`src/rtl/keypad_time_entry.sv`:
```
// keypad_time_entry
//    Scans a 4x4 active-low matrix keypad, debounces it into one event per
//    press, and assembles six typed digits into a packed time word
//    {hh[20:14], mm[13:7], ss[6:0]} (7-bit binary fields) for the clock core.
//
// Ports
//    clk          system clock
//    rst          synchronous active-low reset
//    row[3:0]     keypad rows, active-low, asynchronous to clk
//    col[3:0]     keypad column drive, active-low one-hot
//    key_valid    one-cycle pulse per debounced press
//    key_code     code of the last press (0-9, A=10, B=11, C=12, D=13, *=14, #=15)
//    edit_active  high while in entry mode
//    edit_pos     number of digits entered so far, 0..6
//    edit_data    packed time built from the entered digits
//    entry_err    one-cycle pulse when a key is rejected
//    time_out     last committed time {hh, mm, ss}
//    time_load    one-cycle pulse when time_out is updated
module keypad_time_entry #(
   parameter logic [15:0] SCAN_DIV   = 16'd49_999,
   parameter logic [3:0]  DEB_PASSES = 4'd5
) (
   input  logic        clk,
   input  logic        rst,
   input  logic [3:0]  row,
   output logic [3:0]  col,
   output logic        key_valid,
   output logic [3:0]  key_code,
   output logic        edit_active,
   output logic [2:0]  edit_pos,
   output logic [20:0] edit_data,
   output logic        entry_err,
   output logic [20:0] time_out,
   output logic        time_load
);

   localparam logic [3:0] KEY_A     = 4'd10;
   localparam logic [3:0] KEY_B     = 4'd11;
   localparam logic [3:0] KEY_STAR  = 4'd14;
   localparam logic [3:0] KEY_HASH  = 4'd15;

   typedef enum logic [1:0] {
      DEB_RELEASED,
      DEB_PRESS_CHK,
      DEB_PRESSED,
      DEB_RELEASE_CHK
   } debState_t;

   typedef enum logic {
      ENT_IDLE,
      ENT_EDIT
   } entState_t;

   logic [3:0]  rowMeta_q, rowSync_q;
   logic [15:0] divCnt_q;
   logic [1:0]  colIdx_q;
   logic [3:0]  col_q;
   logic [15:0] passMask_q;

   logic        slotEnd, passEnd;
   logic [15:0] slotMask;
   logic [4:0]  closedCount;
   logic [3:0]  closedIdx;
   logic        passNone, passKey;
   logic [3:0]  passCode;

   debState_t   debState_q, debState_d;
   logic [3:0]  debCnt_q, debCnt_d;
   logic [3:0]  cand_q, cand_d;
   logic        keyValid_q, keyValid_d;
   logic [3:0]  keyCode_q, keyCode_d;
   logic [3:0]  debCntInc;

   entState_t   entState_q, entState_d;
   logic [2:0]  editPos_q, editPos_d;
   logic [23:0] digits_q, digits_d;
   logic        entryErr_q, entryErr_d;
   logic [20:0] timeOut_q, timeOut_d;
   logic        timeLoad_q, timeLoad_d;
   logic        digitOk;
   logic [2:0]  editPosDec;
   logic [20:0] editData;

   // Translates a switch position {row, col} into the code printed on the key.
   function automatic logic [3:0] keyMap(input logic [3:0] idx);
      logic [3:0] code;
      case (idx)
         4'd0:    code = 4'd1;
         4'd1:    code = 4'd2;
         4'd2:    code = 4'd3;
         4'd3:    code = 4'd10;
         4'd4:    code = 4'd4;
         4'd5:    code = 4'd5;
         4'd6:    code = 4'd6;
         4'd7:    code = 4'd11;
         4'd8:    code = 4'd7;
         4'd9:    code = 4'd8;
         4'd10:   code = 4'd9;
         4'd11:   code = 4'd12;
         4'd12:   code = 4'd14;
         4'd13:   code = 4'd0;
         4'd14:   code = 4'd15;
         default: code = 4'd13;
      endcase
      return code;
   endfunction

   // Two decimal digits to one 7-bit binary field; the entry limits keep it <= 99.
   function automatic logic [6:0] packField(input logic [3:0] tens, input logic [3:0] units);
      return ({3'b000, tens} * 7'd10) + {3'b000, units};
   endfunction

   // The divider sets how long each column is driven. A slot ends when it hits
   // SCAN_DIV; the last slot of column 3 also closes the pass.
   assign slotEnd = (divCnt_q == SCAN_DIV);
   assign passEnd = slotEnd && (colIdx_q == 2'd3);

   // Merges the current column's closed switches into the pass accumulator,
   // then counts them so the pass can be classified as none, one key or several.
   always_comb begin
      slotMask    = passMask_q;
      closedCount = 5'd0;
      closedIdx   = 4'd0;
      for (int r = 0; r < 4; r++) begin
         if (!rowSync_q[r]) begin
            slotMask[{r[1:0], colIdx_q}] = 1'b1;
         end
      end
      for (int i = 0; i < 16; i++) begin
         if (slotMask[i]) begin
            closedCount = closedCount + 5'd1;
            closedIdx   = 4'(i);
         end
      end
   end

   assign passNone = (closedCount == 5'd0);
   assign passKey  = (closedCount == 5'd1);
   assign passCode = keyMap(closedIdx);

   // Rows are asynchronous, so they cross a 2-flop synchronizer first. The
   // column drive is registered from the index, so it lags the index by a cycle;
   // the synchronizer delay still leaves the sampled row settled for that column.
   always_ff @(posedge clk) begin
      if (!rst) begin
         rowMeta_q  <= 4'hF;
         rowSync_q  <= 4'hF;
         divCnt_q   <= 16'd0;
         colIdx_q   <= 2'd0;
         col_q      <= 4'hF;
         passMask_q <= 16'd0;
      end else begin
         rowMeta_q <= row;
         rowSync_q <= rowMeta_q;
         col_q     <= ~(4'b0001 << colIdx_q);
         if (slotEnd) begin
            divCnt_q   <= 16'd0;
            colIdx_q   <= colIdx_q + 2'd1;
            passMask_q <= passEnd ? 16'd0 : slotMask;
         end else begin
            divCnt_q <= divCnt_q + 16'd1;
         end
      end
   end

   assign debCntInc = debCnt_q + 4'd1;

   // Debounce decisions are taken only at pass boundaries. A press must be seen
   // as the same single key for DEB_PASSES passes, and a release as empty passes
   // for the same count; anything else falls back to the previous stable state.
   always_comb begin
      debState_d = debState_q;
      debCnt_d   = debCnt_q;
      cand_d     = cand_q;
      keyValid_d = 1'b0;
      keyCode_d  = keyCode_q;
      if (passEnd) begin
         case (debState_q)
            DEB_RELEASED: begin
               if (passKey) begin
                  debState_d = DEB_PRESS_CHK;
                  cand_d     = passCode;
                  debCnt_d   = 4'd1;
               end
            end
            DEB_PRESS_CHK: begin
               if (passKey && (passCode == cand_q)) begin
                  debCnt_d = debCntInc;
                  if (debCntInc >= DEB_PASSES) begin
                     keyValid_d = 1'b1;
                     keyCode_d  = cand_q;
                     debState_d = DEB_PRESSED;
                  end
               end else begin
                  debState_d = DEB_RELEASED;
               end
            end
            DEB_PRESSED: begin
               if (passNone) begin
                  debState_d = DEB_RELEASE_CHK;
                  debCnt_d   = 4'd1;
               end
            end
            DEB_RELEASE_CHK: begin
               if (passNone) begin
                  debCnt_d = debCntInc;
                  if (debCntInc >= DEB_PASSES) begin
                     debState_d = DEB_RELEASED;
                  end
               end else begin
                  debState_d = DEB_PRESSED;
               end
            end
            default: debState_d = DEB_RELEASED;
         endcase
      end
   end

   // Debounce state register; key_code is kept until the next accepted press.
   always_ff @(posedge clk) begin
      if (!rst) begin
         debState_q <= DEB_RELEASED;
         debCnt_q   <= 4'd0;
         cand_q     <= 4'd0;
         keyValid_q <= 1'b0;
         keyCode_q  <= 4'd0;
      end else begin
         debState_q <= debState_d;
         debCnt_q   <= debCnt_d;
         cand_q     <= cand_d;
         keyValid_q <= keyValid_d;
         keyCode_q  <= keyCode_d;
      end
   end

   // Per-position digit limits keep every packed field a legal time value.
   // Hours units depend on the hours tens already stored (20-23 only).
   always_comb begin
      digitOk = 1'b0;
      if (keyCode_q <= 4'd9) begin
         case (editPos_q)
            3'd0:    digitOk = (keyCode_q <= 4'd2);
            3'd1:    digitOk = (digits_q[3:0] == 4'd2) ? (keyCode_q <= 4'd3) : 1'b1;
            3'd2:    digitOk = (keyCode_q <= 4'd5);
            3'd3:    digitOk = 1'b1;
            3'd4:    digitOk = (keyCode_q <= 4'd5);
            3'd5:    digitOk = 1'b1;
            default: digitOk = 1'b0;
         endcase
      end
   end

   assign editPosDec = editPos_q - 3'd1;

   assign editData = {packField(digits_q[3:0],   digits_q[7:4]),
                      packField(digits_q[11:8],  digits_q[15:12]),
                      packField(digits_q[19:16], digits_q[23:20])};

   // Entry mode: A opens an edit, digits fill positions 0..5, B deletes the
   // last digit, * abandons the edit and # commits a complete entry. Digits are
   // stored one nibble per position, position 0 in the lowest nibble.
   always_comb begin
      entState_d = entState_q;
      editPos_d  = editPos_q;
      digits_d   = digits_q;
      entryErr_d = 1'b0;
      timeOut_d  = timeOut_q;
      timeLoad_d = 1'b0;
      if (keyValid_q) begin
         case (entState_q)
            ENT_IDLE: begin
               if (keyCode_q == KEY_A) begin
                  entState_d = ENT_EDIT;
                  editPos_d  = 3'd0;
                  digits_d   = 24'd0;
               end
            end
            ENT_EDIT: begin
               if (keyCode_q <= 4'd9) begin
                  if (digitOk) begin
                     digits_d[{editPos_q, 2'b00} +: 4] = keyCode_q;
                     editPos_d = editPos_q + 3'd1;
                  end else begin
                     entryErr_d = 1'b1;
                  end
               end else begin
                  case (keyCode_q)
                     KEY_B: begin
                        if (editPos_q != 3'd0) begin
                           editPos_d = editPosDec;
                           digits_d[{editPosDec, 2'b00} +: 4] = 4'd0;
                        end else begin
                           entryErr_d = 1'b1;
                        end
                     end
                     KEY_STAR: entState_d = ENT_IDLE;
                     KEY_HASH: begin
                        if (editPos_q == 3'd6) begin
                           timeOut_d  = editData;
                           timeLoad_d = 1'b1;
                           entState_d = ENT_IDLE;
                        end else begin
                           entryErr_d = 1'b1;
                        end
                     end
                     default: ;
                  endcase
               end
            end
            default: entState_d = ENT_IDLE;
         endcase
      end
   end

   // Entry state register; everything here returns to zero on reset,
   // including the last committed time.
   always_ff @(posedge clk) begin
      if (!rst) begin
         entState_q <= ENT_IDLE;
         editPos_q  <= 3'd0;
         digits_q   <= 24'd0;
         entryErr_q <= 1'b0;
         timeOut_q  <= 21'd0;
         timeLoad_q <= 1'b0;
      end else begin
         entState_q <= entState_d;
         editPos_q  <= editPos_d;
         digits_q   <= digits_d;
         entryErr_q <= entryErr_d;
         timeOut_q  <= timeOut_d;
         timeLoad_q <= timeLoad_d;
      end
   end

   assign col         = col_q;
   assign key_valid   = keyValid_q;
   assign key_code    = keyCode_q;
   assign edit_active = (entState_q == ENT_EDIT);
   assign edit_pos    = editPos_q;
   assign edit_data   = editData;
   assign entry_err   = entryErr_q;
   assign time_out    = timeOut_q;
   assign time_load   = timeLoad_q;

endmodule

```
`config.mk`:
```
export PLATFORM = sky130hd
export DESIGN_NAME = keypad_time_entry
export DESIGN_NICKNAME = d
export VERILOG_FILES = /design/src/rtl/keypad_time_entry.sv
export SDC_FILE = /design/constraint.sdc
export NUM_CORES = 1
export LEC_CHECK = 0
export BUFFER_PORTS_ARGS = -buffer_cell sky130_fd_sc_hd__buf_2
export CAP_MARGIN = 40
export CORE_MARGIN = 1
export CORE_UTILIZATION = 52
export CTS_CLUSTER_SIZE = 20
export DETAILED_ROUTE_END_ITERATION = 12
export PLACE_DENSITY = 0.74
export SYNTH_ARGS = -nofsm -noshare
export SYNTH_HDL_FRONTEND = slang
export SYNTH_SLANG_ARGS = --single-unit
```
`constraint.sdc`:
```
create_clock -name clk -period 10.1 [get_ports clk]
set_input_delay 2.02 -clock clk [delete_from_list [all_inputs] [get_ports clk]]
set_output_delay 2.02 -clock clk [all_outputs]
set_load 0.02 [all_outputs]
```
==> load_flow_metrics.sql <==
INSERT INTO impl_metrics (metric_group, metric, value, unit) VALUES
('status', 'outcome', 'complete, no violations', ''),
('route', 'drt_pre_antenna_iters', '7', ''),
('synthesis', 'synthMostInstantiatedCell', 'sky130_fd_sc_hd__nor2_1', ''),
('power', 'p_seq_share', '50.6', '%'),
('synthesis', 'ys_seq_area_share', '30.6', '%'),
('final_layout', 'drive_above_1_share', '17.3', '%'),
('synthesis', 'leading_area_contributor_after_synthesis', 'sky130_fd_sc_hd__dfxtp_1', ''),
('sta', 'fin_crit', '9760', 'ps'),
('final_layout', 'antenna-diode-count', '0', ''),
('route', 'drcViolationCount', '0', ''),
('route', 'postRouteWirelength', '17.4', 'mm'),
('clock_network', 'clkLatencyLatePin', '360', 'ps'),
('route', 'via_count', '6680', ''),
('final_layout', 'final_core_utilization', '61.7', '%'),
('synthesis', 'ys_ff_latch', '112', ''),
('clock_network', 'cts-htree-levels', '3', ''),
('floorplanning', 'die_h', '121', 'um'),
('clock_network', 'worst_setup_hold_path_clk_slew', '70', 'ps'),
('floorplanning', 'start_util', '53.0', '%'),
('grt', 'first_global_vias', '6141', ''),
('power', 'power.leakage', '3.64', 'nW'),
('synthesis', 'syn-mean-instance-area', '7.95', 'um2'),
('floorplanning', 'boundaryPins', '63', ''),
('route', 'drt_iter0_drc', '389', ''),
('power', 'vdd.ir_drop.worst', '105', 'uV'),
('critical_path', 'slowest_stage', 'sky130_fd_sc_hd__a222oi_1', ''),
('synthesis', 'synth_cell_type_count', '73', ''),
('sta', 'maxSlewHeadroom', '43.5', '%'),
('critical_path', 'timing.setup.critical_path_class', 'flop to flop', ''),
('synthesis', 'netlist.area_leader.share', '30.6', '%'),
('clock_network', 'cts_num_sinks', '112', ''),
('grt', 'antenna_violations_before_repair', '0', ''),
('critical_path', 'startpoint_type', 'flop', ''),
('power', 'powerDensity', '103', 'mW/mm2'),
('synthesis', 'yosys-top-cells-count', 'sky130_fd_sc_hd__nor2_1, sky130_fd_sc_hd__dfxtp_1, sky130_fd_sc_hd__nand2_1, sky130_fd_sc_hd__a21oi_1, sky130_fd_sc_hd__xnor2_1', ''),
('critical_path', 'path_common_cell', 'sky130_fd_sc_hd__ha_1', ''),
('sta', 'finalMaxSlewViolations', '0', ''),
('floorplanning', 'die_area', '0.0146', 'mm2'),
('floorplanning', 'fp.coreArea', '0.0138', 'mm2'),
('power', 'clock_power_share', '42.3', '%'),
('route', 'wl_per_cell', '14.8', 'um'),
('placement', 'buffer_ports.inserted', '62', ''),
('grt', 'grt_max_degree', '37', ''),
('sta', 'report.final.hold_viol_count', '0', ''),
('final_layout', 'finish.net_count', '1056', ''),
('sta', 'finalCritPeriodShare', '96.6', '%'),
('sta', 'transition_at_the_pin_with_the_smallest_max_transition_slack', '848', 'ps'),
('synthesis', 'leading_register_cell_type_out_of_synthesis', 'sky130_fd_sc_hd__dfxtp_1', ''),
('synthesis', 'post_synth_instance_area', '0.00733', 'mm2'),
('sta', 'holdWs', '403', 'ps'),
('placement', 'routabilityCongestion', '0.854', ''),
('critical_path', 'cpPeakStageDelay', '370', 'ps'),
('power', 'pwr-share-comb', '7.1', '%'),
('power', 'fraction_of_power_spent_switching_nets', '24.6', '%'),
('synthesis', 'async_flop_share', '0', '%'),
('grt', 'grt_overflow', '0', ''),
('sta', 'setup_viol_count_final', '0', ''),
('power', 'power.switching', '0.217', 'mW'),
('critical_path', 'critical_path.endpoint_type', 'flop', ''),
('clock_network', 'cts_tree', 'built', ''),
('sta', 'rsz0062_at_grt', 'true', ''),
('hold_path', 'hold_path_class', 'flop to flop', ''),
('final_layout', 'post_route_design_area', '0.00854', 'mm2'),
('critical_path', 'critPathArrivalTime', '9980', 'ps'),
('floorplanning', 'die_boundary_width', '121', 'um'),
('synthesis', 'synth_edf_count', '0', ''),
('synthesis', 'mappedNetlistNets', '985', ''),
('critical_path', 'worst-path-max-fanout', '5', ''),
('synthesis', 'netlist_top_cells_area', 'sky130_fd_sc_hd__dfxtp_1, sky130_fd_sc_hd__ha_1, sky130_fd_sc_hd__xnor2_1', ''),
('clock_network', 'ctsLongestPathBuffers', '2', ''),
('placement', 'postPlaceCellArea', '0.00787', 'mm2');
## layer usage
metal  GRT usage [%]  wire (um)  part of all wire, %
met2            40.6       8320                   48
met3            3.11        629                  3.6
met1            30.1       7990                   46
met5               0          0                    0
met4            10.2        486                  2.8
## flip-flops by register name, summed over array words and instances, names as in the netlist
| name | flops |
|---|---|
| key_code | 4 |
| time_out | 21 |
| passMask_q | 16 |
| time_load | 1 |
| divCnt_q | 16 |
| debCnt_q | 4 |
| debState_q | 2 |
| edit_active | 1 |
| edit_pos | 3 |
| colIdx_q | 2 |
| entry_err | 1 |
| rowMeta_q | 4 |
| key_valid | 1 |
| rowSync_q | 4 |
| digits_q | 24 |
| col | 4 |
| cand_q | 4 |
## cells in the final DEF (no fill, tap or decap), types with 13 or more instances in the layout
| cell | Yosys | final |
|---|---|---|
| sky130_fd_sc_hd__xnor2_1 | 59 | 58 |
| sky130_fd_sc_hd__nand4_1 | 13 | 13 |
| sky130_fd_sc_hd__dfxtp_1 | 112 | 110 |
| sky130_fd_sc_hd__nor2_1 | 129 | 128 |
| sky130_fd_sc_hd__and3_1 | 13 | 13 |
| sky130_fd_sc_hd__buf_4 | 4 | 33 |
| sky130_fd_sc_hd__a22oi_1 | 22 | 21 |
| sky130_fd_sc_hd__nand2_1 | 102 | 98 |
| sky130_fd_sc_hd__a31oi_1 | 15 | 15 |
| sky130_fd_sc_hd__nand2b_1 | 14 | 14 |
| sky130_fd_sc_hd__nand3_1 | 29 | 29 |
| sky130_fd_sc_hd__xor2_1 | 19 | 19 |
| sky130_fd_sc_hd__buf_2 | 1 | 62 |
| sky130_fd_sc_hd__inv_1 | 39 | 34 |
| sky130_fd_sc_hd__mux2i_1 | 15 | 14 |
| sky130_fd_sc_hd__a21oi_1 | 59 | 56 |
| sky130_fd_sc_hd__nor3_1 | 24 | 23 |
| sky130_fd_sc_hd__ha_1 | 52 | 46 |
| sky130_fd_sc_hd__o21ai_0 | 37 | 33 |
| sky130_fd_sc_hd__a21o_1 | 14 | 14 |
## power by group through the flow
stage | sequential, mW | combinational, mW | clock, mW
floorplan | 0.456 | 0.0394 | 0
global placement | 0.457 | 0.0496 | 0
finish | 0.447 | 0.0627 | 0.373
detailed placement | 0.457 | 0.0506 | 0
global route | 0.447 | 0.0687 | 0.396
CTS | 0.447 | 0.0528 | 0.381
## cell type report
class                      instances  area [um2]
clock buffer                       9         225
inverter                          42         159
fill                            1222        5290
tap                              180         225
timing repair buffer              95         558
sequential                       112        2240
multi-input combinational        732        5040
clock inverter                     7        87.6
## timing repair
action	in CTS	in global routing
hold buffers	0	0
buffers inserted	2	10
endpoints found under the setup margin	15	15
gates resized for setup	9	47
cloned	1	0
pin swaps	4	28
## worst max-delay path, delay by kind of cell (launching register included)
kind | cells | cell delay [ps]
simple gates | 15 | 1810
xor+xnor | 1 | 120
mux | 2 | 450
compound gates | 18 | 2510
flops | 1 | 340
fa+ha+maj | 14 | 3830
buf+inv | 6 | 560
## metrics by stage
step                setup TNS, ps  worst slack [ps]  cells  total power, mW
global route                -1570              -145   1177            0.912
global placement             -117             -55.1   1146            0.506
detailed placement          -3370              -397   1148            0.508
floorplan                       0              50.8    921            0.496
finish                          0               343   1177            0.882
CTS                             0              10.5   1167            0.881
## path summary, 6_finish.rpt
path	slack (ps)	cells past startpoint	end	start
worst max register to register	340	56	debCnt_q[1]$_SDFFE_PN0P_	colIdx_q[0]$_SDFFE_PN0N_
worst min-delay path	400	1	rowSync_q[3]$_SDFF_PN1_	rowMeta_q[3]$_SDFF_PN1_
worst min register to register	400	1	rowSync_q[3]$_SDFF_PN1_	rowMeta_q[3]$_SDFF_PN1_
worst max-delay path	340	56	debCnt_q[1]$_SDFFE_PN0P_	colIdx_q[0]$_SDFFE_PN0N_
## cell families after synthesis
kind of cell | after synthesis | share of synthesized area (%)
buffers and inverters | 78 | 4.24
adder cells (fa/ha/maj) | 58 | 10.5
AND/OR/NAND/NOR | 373 | 23.6
AO/OA/AOI/OAI | 199 | 17.5
flip-flops | 112 | 30.6
XOR/XNOR | 85 | 11.3
multiplexers | 16 | 2.20
Note: power is estimated with default switching activity, not from simulation.
